--- config.mk ---
export PLATFORM = sky130hd
export DESIGN_NAME = reg_file
export DESIGN_NICKNAME = d
export VERILOG_FILES = /design/src/rtl/reg_file.sv
export SDC_FILE = /design/constraint.sdc
export NUM_CORES = 2
export LEC_CHECK = 0
export BUFFER_PORTS_ARGS = -buffer_cell sky130_fd_sc_hd__buf_2
export CAP_MARGIN = 20
export CORE_MARGIN = 2
export CORE_UTILIZATION = 50
export CTS_CLUSTER_SIZE = 8
export DETAILED_ROUTE_END_ITERATION = 16
export PLACE_DENSITY = 0.66
export SLEW_MARGIN = 20
export SYNTH_ARGS = -nofsm -noshare
export SYNTH_HDL_FRONTEND = slang
export SYNTH_SLANG_ARGS = --single-unit
--- constraint.sdc ---
create_clock -name clk -period 15.8 [get_ports clk]
set_input_delay 3.16 -clock clk [delete_from_list [all_inputs] [get_ports clk]]
set_output_delay 3.16 -clock clk [all_outputs]
set_load 0.01 [all_outputs]
--- src/rtl/reg_file.sv ---
// rtl/reg_file.sv - architectural register file with rename busy/tag tracking and commit bypass
module reg_file #(
  parameter int VAL_WIDTH = 32,
  parameter int ID_WIDTH  = 4
) (
  input  logic                 clk,
  input  logic                 rst_in,
  input  logic                 rdy_in,
  input  logic                 issue_en,
  input  logic [4:0]           issue_rd,
  input  logic [ID_WIDTH-1:0]  issue_tag,
  input  logic [4:0]           rs1,
  input  logic [4:0]           rs2,
  output logic [VAL_WIDTH-1:0] rs1_val,
  output logic                 rs1_busy,
  output logic [ID_WIDTH-1:0]  rs1_tag,
  output logic [VAL_WIDTH-1:0] rs2_val,
  output logic                 rs2_busy,
  output logic [ID_WIDTH-1:0]  rs2_tag,
  input  logic                 commit_en,
  input  logic [4:0]           commit_rd,
  input  logic [ID_WIDTH-1:0]  commit_tag,
  input  logic [VAL_WIDTH-1:0] commit_val,
  input  logic                 flush,
  output logic [5:0]           busy_count
);

  logic [VAL_WIDTH-1:0] value_q [32];
  logic [ID_WIDTH-1:0]  tag_q   [32];
  logic [31:0]          busy_q;
  logic [31:0]          busy_next;
  logic [5:0]           count_next;

  logic do_issue;
  logic do_commit;
  logic do_flush;
  logic commit_clear;

  // Qualified events; x0 is never a rename or commit target.
  assign do_flush     = rdy_in & flush;
  assign do_issue     = rdy_in & issue_en & (issue_rd != 5'd0) & ~flush;
  assign do_commit    = rdy_in & commit_en & (commit_rd != 5'd0);
  assign commit_clear = do_commit & busy_q[commit_rd] & (tag_q[commit_rd] == commit_tag)
                        & ~(do_issue & (issue_rd == commit_rd));

  // Next busy vector: flush wins, otherwise a matching commit clears and an issue sets.
  always_comb begin
    busy_next = busy_q;
    if (do_flush) begin
      busy_next = '0;
    end else begin
      if (commit_clear) busy_next[commit_rd] = 1'b0;
      if (do_issue)     busy_next[issue_rd]  = 1'b1;
    end
    busy_next[0] = 1'b0;
  end

  // Popcount of the next busy vector so busy_count tracks state after each edge.
  always_comb begin
    count_next = '0;
    for (int i = 0; i < 32; i++) begin
      count_next = count_next + 6'(busy_next[i]);
    end
  end

  // State update: values on commit, tags on issue, busy bits and count from next-state logic.
  always_ff @(posedge clk or negedge rst_in) begin
    if (!rst_in) begin
      for (int i = 0; i < 32; i++) begin
        value_q[i] <= '0;
        tag_q[i]   <= '0;
      end
      busy_q     <= '0;
      busy_count <= '0;
    end else if (rdy_in) begin
      if (do_commit) value_q[commit_rd] <= commit_val;
      if (do_issue)  tag_q[issue_rd]    <= issue_tag;
      busy_q     <= busy_next;
      busy_count <= count_next;
    end
  end

  // rs1 read port with same-cycle commit bypass on a tag match.
  always_comb begin
    logic byp;
    byp = do_commit & (commit_rd == rs1) & busy_q[rs1] & (commit_tag == tag_q[rs1]);
    if (rs1 == 5'd0) begin
      rs1_val  = '0;
      rs1_busy = 1'b0;
      rs1_tag  = '0;
    end else begin
      rs1_val  = byp ? commit_val : value_q[rs1];
      rs1_busy = busy_q[rs1] & ~byp;
      rs1_tag  = tag_q[rs1];
    end
  end

  // rs2 read port with same-cycle commit bypass on a tag match.
  always_comb begin
    logic byp;
    byp = do_commit & (commit_rd == rs2) & busy_q[rs2] & (commit_tag == tag_q[rs2]);
    if (rs2 == 5'd0) begin
      rs2_val  = '0;
      rs2_busy = 1'b0;
      rs2_tag  = '0;
    end else begin
      rs2_val  = byp ? commit_val : value_q[rs2];
      rs2_busy = busy_q[rs2] & ~byp;
      rs2_tag  = tag_q[rs2];
    end
  end

endmodule

==> metrics.txt <==
run status=finished, final reports clean; post-layout net count=4268; number of instances resized during post-cts repair=0; Post CTS Setup Buffer Count=0; overall via count from detail_route=41200; HPWL Detailed=114000 um; classification of the worst-slack hold path=reg2reg; share of synthesized area occupied by flip-flops and latches=44.7%; maximum number of pins on one net before global-route repair=190; total leakage power=31.9 nW; power density over cell area=114 nW/um^2; Max-cap violations=0; first-pass GRT wire length=296000 um; minimum clock period after layout=11010 ps; Die Span Y=369 um; net count after synthesis=4351; critical path capture point type=output pin; DRC violation count after routing=0; Yosys warning count=0; largest cells by area after synthesis=dfrtp_1 (45%), mux4_2 (26%), mux2_2 (20%); count of input and output buffers=145; worst-case clock skew=31.8 ps; signed area change from the synthesized netlist to the final layout=9.99%; CTS HTree Levels=4; worst path required time=12640 ps; latest clock arrival within the worst-skew pair=810 ps; clock slew at the register clock pins of the worst setup and hold paths=50 ps; reg2reg start=tag_q[51]$_DFFE_PN0P_; Initial Util=50.5%; Die ar.=136000 sq um; worst slew margin relative to its limit=19.3%; initial antenna violation count=3; routed wire length=200000 um; initial drt markers=4404; global route total overflow=0; TritonCTS clock tree=built; type of the worst setup path=in2out; final setup vio count=0; worst endpoint data arrival time=7850 ps; launching element of the worst setup path=rs2[1]; via density per instance=6.93; post-synthesis instance area=66600 sq um; Pins Over Slew Limit=0; total of flip-flops plus latches after synthesis=1189; Avg Cell Area, Syn=15.6 sq um; count of endpoints failing hold in the final timing report=0; EDFF count, synth=0; slew of the pin with the lowest slew margin=1210 ps; Peak supply drop=0.108 mV; startpoint of the most critical hold path=value_q[1022]$_DFFE_PN0P_; Distinct cells, synth=56; clock tree root buffer cell=clkbuf_16; Pre-Repair DR Iteration Count=5; crit path max fanout=82; async set-reset flop share out of synthesis=100%; GPL Wtd Cong=0.892; number of buffers inserted by hold repair at cts=0; number of antenna-violating nets in the routed design=0; share of the synthesized area in the top cell type=44.7%; number of instances in the synthesized netlist=4255; area of the core region=132000 sq um; largest area contributor in the netlist=dfrtp_1; total track usage=29.9%; average wire per standard cell=33.7 um; fill cell count=10500; critical path launch point type=input pin; worst hold slack=388 ps; number of top-level design ports=146; Cell Rows=133; Primary FF master, synth=dfrtp_1; summed negative setup slack over all endpoints=0 ps; top achievable clock speed=0.0908 GHz; unrepaired setup endpoints after global routing=false; number of buffers between clock root and the deepest sink=3; vias in the first global route=42500; share of cells above drive strength 1=57.7%; period utilisation layout=69.7%; die boundary width=369 um; number of buffers created by CTS=167; clk sink count=1189
-- path summary, 6_finish.rpt --
path	end	slack [ps]	cells after the start
min in group asynchronous	busy_q[1]$_DFFE_PN0P_	2420	1
setup / recovery	rs2_val[2]	4790	10
max in group asynchronous	value_q[943]$_DFFE_PN0P_	10990	3
hold reg to reg	value_q[1022]$_DFFE_PN0P_	390	0
setup reg to reg	busy_count[4]$_DFFE_PN0P_	8680	23
hold / removal	value_q[1022]$_DFFE_PN0P_	390	0
-- cells in the mapped netlist (4+ instances only) --
master,n
or3b_2,7
buf_4,6
nor2b_1,10
buf_2,90
nor2_1,104
a311oi_1,38
nor3_1,38
mux2i_1,76
nand2b_1,9
and3_1,4
buf_6,7
o31ai_1,32
or2_2,4
inv_1,38
a21oi_1,9
xnor2_1,12
or3_1,4
a21oi_2,30
a22oi_1,20
nor4_1,6
nand4_1,7
dfrtp_1,1189
mux2_2,1157
xor2_1,17
clkbuf_1,358
mux4_2,761
nand3_1,9
buf_1,21
nand2_1,88
ha_1,7
fa_1,23
a311o_1,9
nand3b_1,10
o22ai_1,18
and2_1,5
-- power breakdown --
group / switching [mW] / internal, mW / total (mW)
logic: 0.613 / 0.819 / 1.43
clock network: 1.33 / 1.90 / 3.23
registers: 0.267 / 3.42 / 3.69
total: 2.22 / 6.13 / 8.35
-- cell families (layout without fill, tap and decap cells) --
logic type	Yosys count	after routing	share of synthesized area, %
multiplexers	1997	1997	46.6
flip-flops	1189	1189	44.7
buffers and inverters	520	456	3.21
AND/OR/NAND/NOR	316	316	2.24
AO/OA/AOI/OAI	174	174	2.09
adder cells (fa/ha/maj)	30	30	0.823
XOR/XNOR	29	29	0.382
other	0	1	0
-- worst max-delay path: stages --
cell     delay (ps)
buf_8           590
buf_4           790
mux4_2          410
mux4_2          470
mux2i_1         310
xor2_1          320
nand4_4         370
buf_4           440
mux2i_1         610
buf_2           260
-- through the flow --
step	instances	utilization (%)	instance area, sq um	setup slack (ps)	power [mW]
after floorplan	4255	-	66600	5870	4.69
after global placement	5751	52.0	68500	4880	5.10
after detailed placement	5756	52.1	68700	4860	5.15
after CTS	5944	55.5	73200	4850	8.40
after global routing	5947	55.5	73200	4740	8.67
final	5947	55.5	73200	4790	8.35
-- flip-flops by register name, indices dropped and copies added (netlist names) --
register,flops
value_q,1024
busy_count,6
tag_q,128
busy_q,31
-- per-layer routing --
layer / vias to the layer above / global-route usage [%] / share of wire (%)
met1: 22600 / 41.5 / 41
met3: 364 / 6.92 / 8.2
met4: 2 / 11.1 / 3.6
met5: - / 0 / 0.0050
met2: 1865 / 46.5 / 47
li1: 16400 / - / -
-- final cells by class --
cell class	count	area [sq um]	share of cell area [%]
Timing Repair Buffer	230	1670	2.28
Sequential cell	1189	29800	40.6
Clock buffer	175	4270	5.84
Inverter	38	143	0.195
Tap cell	1755	2200	3.00
Clock inverter	13	206	0.282
Antenna cell	1	2.50	0.00342
Multi-Input combinational cell	2546	35000	47.8
-- layout by cell type, fill, tap and decap left out, types with 9 or more instances in the layout --
cell / synthesis / final
clkbuf_16: 0 / 170
a21oi_2: 30 / 30
nor2b_1: 10 / 10
mux2i_1: 76 / 76
mux2_2: 1157 / 1157
mux4_2: 761 / 761
nand3_1: 9 / 9
inv_1: 38 / 38
a311o_1: 9 / 9
a21oi_1: 9 / 9
nand2b_1: 9 / 9
nor2_4: 0 / 30
buf_12: 0 / 10
nor3_1: 38 / 37
buf_4: 6 / 73
nand3b_1: 10 / 10
buf_2: 90 / 134
nor2_1: 104 / 69
fa_1: 23 / 23
xnor2_1: 12 / 11
nand2_1: 88 / 88
a311oi_1: 38 / 37
o22ai_1: 18 / 18
o31ai_1: 32 / 32
dfrtp_1: 1189 / 1189
xor2_1: 17 / 17
a22oi_1: 20 / 20
(Power assumes the default switching activity.)
